==> src/rtl/lives_pkg.sv <==
// Shared types and default parameter values for the player-lives manager.
package lives_pkg;

   typedef enum logic [1:0] {
      PLAY      = 2'd0,
      INVULN    = 2'd1,
      GAME_OVER = 2'd2
   } lives_state_t;

   localparam int DEF_LIVES_W       = 4;
   localparam int DEF_INIT_LIVES    = 3;
   localparam int DEF_MAX_LIVES     = 5;
   localparam int DEF_INVULN_FRAMES = 60;
   localparam int DEF_BLINK_FRAMES  = 8;

endpackage

==> src/rtl/frame_counter.sv <==
// Frame-tick counter: done fires on the tick that brings the count to LIMIT,
// and the count restarts from zero on that same tick.
module frame_counter #(
   parameter int LIMIT = 8
) (
   input  logic clk,
   input  logic resetN,
   input  logic clear,
   input  logic tick,
   output logic done
);

   localparam int               CNT_W = $clog2(LIMIT + 1);
   localparam logic [CNT_W-1:0] LAST  = CNT_W'(LIMIT - 1);
   localparam logic [CNT_W-1:0] ONE   = CNT_W'(1);

   logic [CNT_W-1:0] count_r;

   assign done = tick & (count_r == LAST);

   // Tick counter; clear wins over tick, and reaching LIMIT restarts the count.
   always_ff @(posedge clk or negedge resetN) begin
      if (!resetN) begin
         count_r <= {CNT_W{1'b0}};
      end else if (clear) begin
         count_r <= {CNT_W{1'b0}};
      end else if (done) begin
         count_r <= {CNT_W{1'b0}};
      end else if (tick) begin
         count_r <= count_r + ONE;
      end else begin
         count_r <= count_r;
      end
   end

endmodule

==> src/rtl/lives_manager.sv <==
// Player-lives manager: edge-detected hits, saturating extra lives,
// frame-timed invulnerability with sprite blinking, and game-over flag.
module lives_manager
   import lives_pkg::*;
#(
   parameter int LIVES_W       = DEF_LIVES_W,
   parameter int INIT_LIVES    = DEF_INIT_LIVES,
   parameter int MAX_LIVES     = DEF_MAX_LIVES,
   parameter int INVULN_FRAMES = DEF_INVULN_FRAMES,
   parameter int BLINK_FRAMES  = DEF_BLINK_FRAMES
) (
   input  logic               clk,
   input  logic               resetN,
   input  logic               startOfFrame,
   input  logic               lifeLost,
   input  logic               extraLife,
   input  logic               restart,
   output logic [LIVES_W-1:0] lives,
   output logic               invulnerable,
   output logic               blinkOn,
   output logic               gameOver,
   output logic               hitPulse
);

   localparam logic [LIVES_W-1:0] INIT_L = LIVES_W'(INIT_LIVES);
   localparam logic [LIVES_W-1:0] MAX_L  = LIVES_W'(MAX_LIVES);
   localparam logic [LIVES_W-1:0] ONE_L  = LIVES_W'(1);

   lives_state_t       state_r, state_s;
   logic [LIVES_W-1:0] lives_r, lives_s;
   logic               lost_prev_r, hit_s;
   logic               hit_pulse_r, hit_pulse_s;
   logic               blink_on_r, blink_on_s;
   logic               invuln_r, game_over_r;
   logic               tick_s, clear_s, invuln_done_s, blink_done_s;

   function automatic logic [LIVES_W-1:0] sat_inc(input logic [LIVES_W-1:0] value);
      logic [LIVES_W-1:0] result;
      if (value >= MAX_L) begin
         result = MAX_L;
      end else begin
         result = value + ONE_L;
      end
      return result;
   endfunction

   assign hit_s  = lifeLost & ~lost_prev_r;
   assign tick_s = startOfFrame & (state_r == INVULN);

   frame_counter #(.LIMIT(INVULN_FRAMES)) u_invuln_timer (
      .clk    (clk),
      .resetN (resetN),
      .clear  (clear_s),
      .tick   (tick_s),
      .done   (invuln_done_s)
   );

   frame_counter #(.LIMIT(BLINK_FRAMES)) u_blink_timer (
      .clk    (clk),
      .resetN (resetN),
      .clear  (clear_s),
      .tick   (tick_s),
      .done   (blink_done_s)
   );

   // Next-state, lives arithmetic and blink decision; restart overrides everything.
   always_comb begin
      state_s     = state_r;
      lives_s     = lives_r;
      hit_pulse_s = 1'b0;
      blink_on_s  = blink_on_r;
      clear_s     = 1'b0;
      if (restart) begin
         state_s    = PLAY;
         lives_s    = INIT_L;
         blink_on_s = 1'b1;
         clear_s    = 1'b1;
      end else begin
         case (state_r)
            PLAY: begin
               blink_on_s = 1'b1;
               if (hit_s) begin
                  hit_pulse_s = 1'b1;
                  clear_s     = 1'b1;
                  blink_on_s  = 1'b0;
                  // A same-cycle extra life cancels the deduction, even at one life.
                  if (extraLife) begin
                     state_s = INVULN;
                  end else if (lives_r > ONE_L) begin
                     lives_s = lives_r - ONE_L;
                     state_s = INVULN;
                  end else begin
                     lives_s    = {LIVES_W{1'b0}};
                     state_s    = GAME_OVER;
                     blink_on_s = 1'b1;
                  end
               end else if (extraLife) begin
                  lives_s = sat_inc(lives_r);
               end else begin
                  lives_s = lives_r;
               end
            end
            INVULN: begin
               if (extraLife) begin
                  lives_s = sat_inc(lives_r);
               end else begin
                  lives_s = lives_r;
               end
               if (invuln_done_s) begin
                  state_s    = PLAY;
                  blink_on_s = 1'b1;
               end else if (blink_done_s) begin
                  blink_on_s = ~blink_on_r;
               end else begin
                  blink_on_s = blink_on_r;
               end
            end
            GAME_OVER: begin
               lives_s    = {LIVES_W{1'b0}};
               blink_on_s = 1'b1;
            end
            default: begin
               state_s    = PLAY;
               lives_s    = INIT_L;
               blink_on_s = 1'b1;
               clear_s    = 1'b1;
            end
         endcase
      end
   end

   // Edge register, FSM state and all output registers.
   always_ff @(posedge clk or negedge resetN) begin
      if (!resetN) begin
         lost_prev_r <= 1'b0;
         state_r     <= PLAY;
         lives_r     <= INIT_L;
         hit_pulse_r <= 1'b0;
         blink_on_r  <= 1'b1;
         invuln_r    <= 1'b0;
         game_over_r <= 1'b0;
      end else begin
         lost_prev_r <= lifeLost;
         state_r     <= state_s;
         lives_r     <= lives_s;
         hit_pulse_r <= hit_pulse_s;
         blink_on_r  <= blink_on_s;
         invuln_r    <= (state_s == INVULN);
         game_over_r <= (state_s == GAME_OVER);
      end
   end

   assign lives        = lives_r;
   assign invulnerable = invuln_r;
   assign blinkOn      = blink_on_r;
   assign gameOver     = game_over_r;
   assign hitPulse     = hit_pulse_r;

endmodule

==> config.mk <==
export PLATFORM = sky130hd
export DESIGN_NAME = lives_manager
export DESIGN_NICKNAME = d
export VERILOG_FILES = /design/src/rtl/lives_pkg.sv /design/src/rtl/frame_counter.sv /design/src/rtl/lives_manager.sv
export SDC_FILE = /design/constraint.sdc
export NUM_CORES = 1
export LEC_CHECK = 0
export CORE_ASPECT_RATIO = 0.8
export CORE_UTILIZATION = 53
export CTS_CLUSTER_SIZE = 10
export DETAILED_ROUTE_END_ITERATION = 7
export GPL_ROUTABILITY_DRIVEN = 0
export PLACE_DENSITY = 0.77
export SYNTH_ARGS = -nofsm -noshare
export SYNTH_HDL_FRONTEND = slang
export SYNTH_SLANG_ARGS = --single-unit
==> constraint.sdc <==
create_clock -name clk -period 2.5 [get_ports clk]
set_input_delay 0.25 -clock clk [delete_from_list [all_inputs] [get_ports clk]]
set_output_delay 0.25 -clock clk [all_outputs]
set_load 0.01 [all_outputs]
### Yosys cells after proc, flatten, opt, wreduce, memory -nomap -nowiden

Cells that the tools add are included.

| word-level totals | value |
|---|---|
| output and inout bits | 8 |
| register bits | 21 |
| RAM bits | 0 |
| ROM bits | 0 |
| input bits | 6 |
| word-level logic and storage cells | 64 |
| memories kept | 0 |
| bits in latches | 0 |

| cells by class | value |
|---|---|
| div/mod/pow operators | 0 |
| multiplexer cells | 31 |
| reductions and logical operators | 4 |
| magnitude comparators | 2 |
| add/subtract/negate cells | 4 |
| shift-type cells | 0 |
| multiply operators | 0 |
| bitwise operators | 6 |
| eq/ne operators | 8 |

Operators with widths:

| operator | count |
|---|---|
| $mux W4 | 9 |
| $mux W6 | 3 |
| $pmux W4 S3 | 1 |
| $mux W1 | 10 |
| $mux W2 | 5 |
| $add A4 B1 Y4 const B | 2 |
| $ne A4 B4 Y1 const B | 2 |
| $add A6 B1 Y6 const B | 1 |
| $eq A6 B6 Y1 const B | 1 |
| $pmux W2 S3 | 1 |
| $reduce_bool A3 Y1 | 2 |
| $and A1 B1 Y1 | 4 |
| $eq A2 B1 Y1 const B | 2 |
| $eq A2 B2 Y1 const B | 2 |
| $eq A4 B3 Y1 const B | 1 |
| $ge A4 B3 Y1 const B | 1 |
| $gt A4 B1 Y1 const B | 1 |
| $pmux W1 S2 | 2 |
| $sub A4 B1 Y4 const B | 1 |
| $logic_not A2 Y1 | 1 |
| $not A1 Y1 | 2 |
| $reduce_or A2 Y1 | 1 |

### Longest topological paths before layout

Gate-level depths: netlist of the first run.

| depth | value |
|---|---|
| depth in word-level cells | 7 |
| depth in mapped cells | 6 |
| mapped depth without buffers | 6 |

### Hierarchy

Synthesis of the first run repeated with hierarchy kept, for this count alone.

| unflattened totals | value |
|---|---|
| cell total of the unflattened synthesis | 134 |
| area total of the unflattened synthesis | 1,292.5 um^2 |

By module, submodules not included:

| module | times used | sequential area each (um^2) | area each (um^2) | cells an instance |
|---|---|---|---|---|
| lives_manager | 1 | 279.0 | 715.7 | 81 |
| frame_counter at u_invuln_timer | 1 | 150.1 | 336.6 | 35 |
| frame_counter at u_blink_timer | 1 | 100.1 | 240.2 | 18 |

### Least setup slack after synthesis of the first run

OpenSTA, ideal clock, no wires.

| path | value |
|---|---|
| path kind | register -> register |
| from | register state_r[0] |
| to | register lives_r[3], in the netlist lives[3] |
| setup slack | 0.635 ns |
| clock period less this slack | 1.865 ns |
| data arrival time | 1.745 ns |
| cell stages (with the launch flop) | 7 |
| setup time | 0.120 ns |
| required time | 2.380 ns |
| path buffers | 2 |
| path through | dfrtp_1 > buf_6 > or3b_1 > clkbuf_2 > o41a_1 > a311o_1 > and3_1 |

| on the way | value |
|---|---|
| cells in the longest elaborated chain, start to end | 3 |
| elaborated cells on any way between the ends | 6 |
| classes of those cells | 3 x eq/ne; 2 x mux; 1 x reduce/logical |

RTL lines:

| element | line | source |
|---|---|---|
| from (decl) | lives_manager.sv:29 | `lives_state_t state_r, state_s;` |
| from (signal assigned) | lives_manager.sv:144 | `state_r <= state_s;` |
| $eq A2 B2 Y1, or another cell as far along | lives_manager.sv:79 | `case (state_r)` |
| $pmux W4 S3 | lives_manager.sv:79 |  |
| $mux W4 | lives_manager.sv:73 | `if (restart) begin` |
| to (signal assigned) | lives_manager.sv:145 | `lives_r <= lives_s;` |
| to (decl) | lives_manager.sv:30 | `logic [LIVES_W-1:0] lives_r, lives_s;` |

Several ways; a longest one is shown, not always the timed one.
A chain may end at the register's enable or synchronous reset.

### Final worst setup path of the first run

Ends and elaborated chain as after synthesis.

==> impl_metrics.toml, run 1 <==
[route]
routed_via_density = 6.55
wire_per_inst_um = 16.1
drtIter0Drc = 52
firstDrtPassIters = 6
drt_wl_total_mm = 2.83
via_count = 1153
drc = 6
drtAntennaViolNets = 0

[cts]
htreeDepth = 1
postCtsHoldBufs = 0
clk_latency_ns = 0.32
cts-root-buf = "clkbuf_4"
clock-sinks = 21
cts_resized = 0
cts_tree = "yes"
clkTransAtPathRegs_ns = 0.12
clockBufferDepth = 2
numCtsBuffers = 3
cts_setup_buffers = 0

[sta]
fmax_ghz = 0.494
worst_pin_slew_ns = 0.637
rsz0062_at_grt = "false"
slew_headroom_pct = 57.4
skew_ns = 0.00634
finalHoldViolations = 0
layout_min_cycle_time_ns = 2.02
fin_crit_sh_pct = 81.0
setup_violations = 0
setup-tns-final_ns = 0
drv_slew = 0

[place]
dpl.hpwl_mm = 1.96
io_buffer_count = 13
dp.cells = 172

[outcome]
status = "finished, violations left"
violations = "design-rule violations"

[pwr]
power_leakage_uw = 0.000611
intPower_uw = 510
comb_power_share_pct = 23.8
p_sw_share_pct = 31.7
peakVddDrop_mv = 0.253
pwr-share-clk_pct = 22.7
power_uw = 747
switching_power_uw = 237
power.density_nw_per_um2 = 520
seqPwrFrac_pct = 53.5

[synth]
yosys_register_bits = 21
synthTopCellsByArea = "dfrtp_1 (36%), dfstp_2 (6.2%), ha_1 (4.9%)"
async_flop_share_pct = 100
synth-edff-count = 0
syn-num-nets = 150
synth_top_area_share_pct = 35.5
postSynthAreaPerCell_um2 = 9.13
synth_common_cells = "dfrtp_1 (18), a21oi_1 (12), nor2_1 (12)"
netlist_area_um2 = 1270
synth_top_area_cell = "dfrtp_1"
yosys.cell_count.top_type = "dfrtp_1"
synth_ff_type = "dfrtp_1"
ys_warn_count = 0
yosysSeqAreaShare_pct = 41.7
ys_types = 47
syn_inst = 139

[worst_setup_path]
cp.required_ns = 2.72
crit_family = "simple AND/OR/NAND/NOR gates"
cp_max_fo = 10
crit_path_start = "state_r[0]"
critical_path_class = "reg -> reg"
r2r-start = "state_r[0]"
crit_buf_inv = 0
worst_ep_arrival_time_ns = 2.24
cp_slowest_cell = "or3b_1"
critPathLaunchType = "register"
endpoint_kind = "register"
slowest_delay_ns = 0.53
path_cells = "or3b_1 > o41a_1 > a311o_1 > and3_1"
r2r_slack_ns = 0.48

[cells_and_area]
fin_cells = 176
n_antenna_cell = 0
utilization_pct = 64.9
drive_gt1_share_pct = 8.61
final_nets = 163
area.growth.synth_to_final_pct = 13.3

[global_route]
overflow = 0
grt_max_degree = 22
antenna_found_initial = 0
grt_pass1_vias = 1066
grt_pass1_wl_mm = 4.55
track_usage_pct = 24.0

[hold_path]
hp-class = "in -> async"

[floorplan]
initial_core_util_pct = 57.3
chipWidth_um = 56.7
die-area_um2 = 2590
fp.dieH_um = 45.8
io_pins = 14
rows = 15
coreArea_um2 = 2210

[flow_run]
cap_violations = 0
-- routing by layer --
layer | up-vias | share of wire, % | GRT usage [%]
met2 | 58 | 44 | 38.6
met3 | 11 | 6.6 | 5.11
li1 | 541 | - | -
met5 | - | 0 | 0
met4 | 0 | 3.4 | 17.0
met1 | 543 | 46 | 29.6
-- sequential cells by signal, summed over array words and instances (netlist names) --
signal	count
gameOver	1
lost_prev_r	1
lives	4
state_r	2
hitPulse	1
u_blink_timer.count_r	4
blinkOn	1
invulnerable	1
u_invuln_timer.count_r	6
-- layout make-up --
cell class,count,area (µm²)
Fill cell,185,777
Timing Repair Buffer,15,145
Clock inverter,1,5.00
Clock buffer,3,22.5
Sequential cell,21,529
Tap cell,25,31.3
Inverter,6,22.5
Multi-Input combinational cell,105,682
-- final timing paths --
| kind | endpoint | cells past startpoint |
|---|---|---|
| worst max-delay path | lives[3] | 4 |
| worst min-delay path | lost_prev_r | 2 |
| worst max register to register | lives[3] | 4 |
| worst min register to register | u_blink_timer.count_r[3] | 2 |
| max in group asynchronous | lives[1] | 2 |
| min in group clk | lost_prev_r | 1 |
-- cells in the final DEF, fill, tap and decap left out, types with 4 or more instances in the layout --
master	n
a21oi_1	12
and3_1	4
clkdlybuf4s50_1	13
dfrtp_1	18
ha_1	5
inv_1	6
nand2_1	11
nand3_1	5
nor2_1	12
o21ai_0	7
-- stage by stage --
step | cell area [µm²] | hold slack (ns) | worst slack (ns)
2_1_floorplan | 1270 | -0.0456 | 0.635
3_3_place_gp | 1410 | 0.521 | 0.381
3_5_place_dp | 1410 | 0.546 | 0.284
4_1_cts | 1440 | 0.265 | 0.500
5_1_grt | 1440 | 0.264 | 0.396
6_report | 1440 | 0.260 | 0.475
-- worst reg2reg max path, delay by kind of cell (launching register included) --
| kind | cells | cell delay, ns |
|---|---|---|
| compound gates | 2 | 0.69 |
| flops | 1 | 0.51 |
| simple gates | 2 | 0.73 |
-- power by group through the flow --
| stage | logic, µW | registers (µW) | clock network, µW |
|---|---|---|---|
| 6_report | 178 | 400 | 170 |
| 5_1_grt | 197 | 404 | 190 |
| 4_1_cts | 177 | 399 | 174 |
| 3_5_place_dp | 176 | 405 | 0 |
| 3_3_place_gp | 171 | 403 | 0 |
| 2_1_floorplan | 115 | 396 | 0 |
-- logic make-up (layout without fill, tap and decap cells) --
| kind of cell | Yosys count | after routing | synth area share, % |
|---|---|---|---|
| mux | 1 | 1 | 0.789 |
| flops | 21 | 21 | 41.7 |
| compound gates | 39 | 39 | 20.7 |
| buf+inv | 13 | 25 | 4.54 |
| xor+xnor | 3 | 3 | 2.07 |
| simple gates | 57 | 57 | 25.2 |
| fa+ha+maj | 5 | 5 | 4.93 |
Power figures use the tool's default switching activity.
==> inputs of run 2 (changes only) <==
--- a/config.mk
+++ b/config.mk
@@ -6,11 +6,11 @@
 export NUM_CORES = 1
 export LEC_CHECK = 0
 export CORE_ASPECT_RATIO = 0.8
-export CORE_UTILIZATION = 53
+export CORE_UTILIZATION = 49
 export CTS_CLUSTER_SIZE = 10
 export DETAILED_ROUTE_END_ITERATION = 7
 export GPL_ROUTABILITY_DRIVEN = 0
-export PLACE_DENSITY = 0.77
+export PLACE_DENSITY = 0.75
 export SYNTH_ARGS = -nofsm -noshare
 export SYNTH_HDL_FRONTEND = slang
 export SYNTH_SLANG_ARGS = --single-unit
==> constraint.sdc (replaced) <==
create_clock -name clk -period 1.8 [get_ports clk]
set_input_delay 0.18 -clock clk [delete_from_list [all_inputs] [get_ports clk]]
set_output_delay 0.18 -clock clk [all_outputs]
set_load 0.01 [all_outputs]
==> run 2 against run 1 <==
The run now ends clean. Count of clock-buffer cells in the layout unchanged. Combinational power increased by 88%. Core utilization increased by 0.56 points. Register-to-register slack got worse by 0.40 ns. Critical path type unchanged. Largest power group unchanged.
==> impl_metrics.toml, run 2 (synthesis results as in run 1) <==
[cts]
cts-root-buf = "clkbuf_4"
clock-sinks = 21
cts_setup_buffers = 0
postCtsHoldBufs = 0
clkTransAtPathRegs_ns = 0.12
numCtsBuffers = 3
clk_latency_ns = 0.31
cts_tree = "yes"
clockBufferDepth = 2
htreeDepth = 1

[pwr]
comb_power_share_pct = 30.5
peakVddDrop_mv = 0.459
pwr-share-clk_pct = 20.8
power_leakage_uw = 0.000692
power.density_nw_per_um2 = 686
switching_power_uw = 343
intPower_uw = 753
p_sw_share_pct = 31.3
seqPwrFrac_pct = 48.7

[sta]
skew_ns = 0.00459
rsz0062_at_grt = "false"
setup-tns-final_ns = 0
slew_headroom_pct = 77.1
worst_pin_slew_ns = 0.343
finalHoldViolations = 0
fin_crit_sh_pct = 96.0
setup_ws_ns = 0.0715
drv_slew = 0
setup_violations = 0
fmax_ghz = 0.579
layout_min_cycle_time_ns = 1.73

[cells_and_area]
largest_register_ffs = 6
design_area_um2 = 1600
layout_common_cells = "dfrtp_1 (18), buf_4 (18), clkdlybuf4s50_1 (13)"
top_register = "u_invuln_timer.count_r"
drive_gt1_share_pct = 19.2
n_antenna_cell = 0
area.growth.synth_to_final_pct = 26.0
final_nets = 179

[global_route]
grt_max_degree = 22
overflow = 0
antenna_found_initial = 0
track_usage_pct = 21.9
grt_pass1_vias = 977
grt_pass1_wl_mm = 4.46

[floorplan]
die-area_um2 = 2800
chipWidth_um = 58.9
rows = 16
io_pins = 14
coreArea_um2 = 2440
initial_core_util_pct = 51.9
fp.dieH_um = 47.5

[outcome]
status = "finished, final reports clean"

[place]
pre_cts_ws_ns = -0.155
post_dp_cell_area_um2 = 1540
io_buffer_count = 13
dpl.hpwl_mm = 2.12

[route]
via_count = 1194
drc = 0
routed_via_density = 5.88
wire_per_inst_um = 14.1
drtIter0Drc = 59
firstDrtPassIters = 4
drtAntennaViolNets = 0
drt_wl_total_mm = 2.87

[hold_path]
hp-class = "in -> async"

[worst_setup_path]
worst_ep_arrival_time_ns = 1.94
critPathLaunchType = "register"
cp_max_fo = 3
endpoint_kind = "register"
critical_path_class = "reg -> reg"
r2r_slack_ns = 0.07
cp.required_ns = 2.01

[flow_run]
cap_violations = 0
run 2: what timing repair did:
action / 4_1_cts / 5_1_grt
pin swaps: 0 / 2
gates resized for setup: 3 / 4
cloned: 0 / 0
endpoints found under the setup margin: 2 / 6
run 2: path summary, 6_finish.rpt:
kind                                          start                       end  cells past startpoint
min in group clk                           lifeLost               lost_prev_r                      2
setup / recovery                        lost_prev_r                  lives[3]                      4
hold / removal                               resetN                  lives[2]                      2
setup reg to reg                        lost_prev_r                  lives[3]                      4
max in group asynchronous                    resetN                  lives[0]                      2
hold reg to reg            u_blink_timer.count_r[3]  u_blink_timer.count_r[3]                      2
run 2: final cells by class:
| class | count | area, µm² |
|---|---|---|
| Fill cell | 215 | 843 |
| Multi-Input combinational cell | 105 | 709 |
| Sequential cell | 21 | 529 |
| Timing Repair Buffer | 31 | 265 |
| Tap cell | 36 | 45.0 |
| Clock buffer | 3 | 22.5 |
| Inverter | 6 | 22.5 |
| Clock inverter | 1 | 5.00 |
run 2: power by group through the flow:
stage | combinational (µW) | clock [µW] | sequential [µW]
5_1_grt | 368 | 260 | 539
4_1_cts | 322 | 239 | 533
6_report | 334 | 228 | 534
2_1_floorplan | 160 | 0 | 550
3_5_place_dp | 314 | 0 | 542
3_3_place_gp | 306 | 0 | 539
run 2: through the flow:
| step | hold WS, ns | instances | utilization, % | power (µW) |
|---|---|---|---|---|
| after floorplan | -0.116 | 139 | - | 710 |
| after global routing | 0.223 | 203 | 65.5 | 1170 |
| final | 0.212 | 203 | 65.5 | 1100 |
| after CTS | 0.219 | 203 | 64.7 | 1090 |
| after detailed placement | 0.534 | 199 | 63.2 | 856 |
| after global placement | 0.524 | 199 | 63.2 | 845 |
run 2: worst max-delay path: stages (launching register included):
cell	delay, ns
dfrtp_1	0.43
or3b_1	0.39
o41a_1	0.32
a311o_1	0.31
and3_1	0.18
run 2: per-layer routing:
layer  share of wire [%]  wire length [µm]  vias up  global-route usage, %
met2                  48              1370       39                   34.8
met1                  46              1320      582                   30.3
met3                 6.2               179        0                   5.95
met5                   0                 0        -                      0
met4                   0                 0        0                   4.76
li1                    -                 -      573                      -
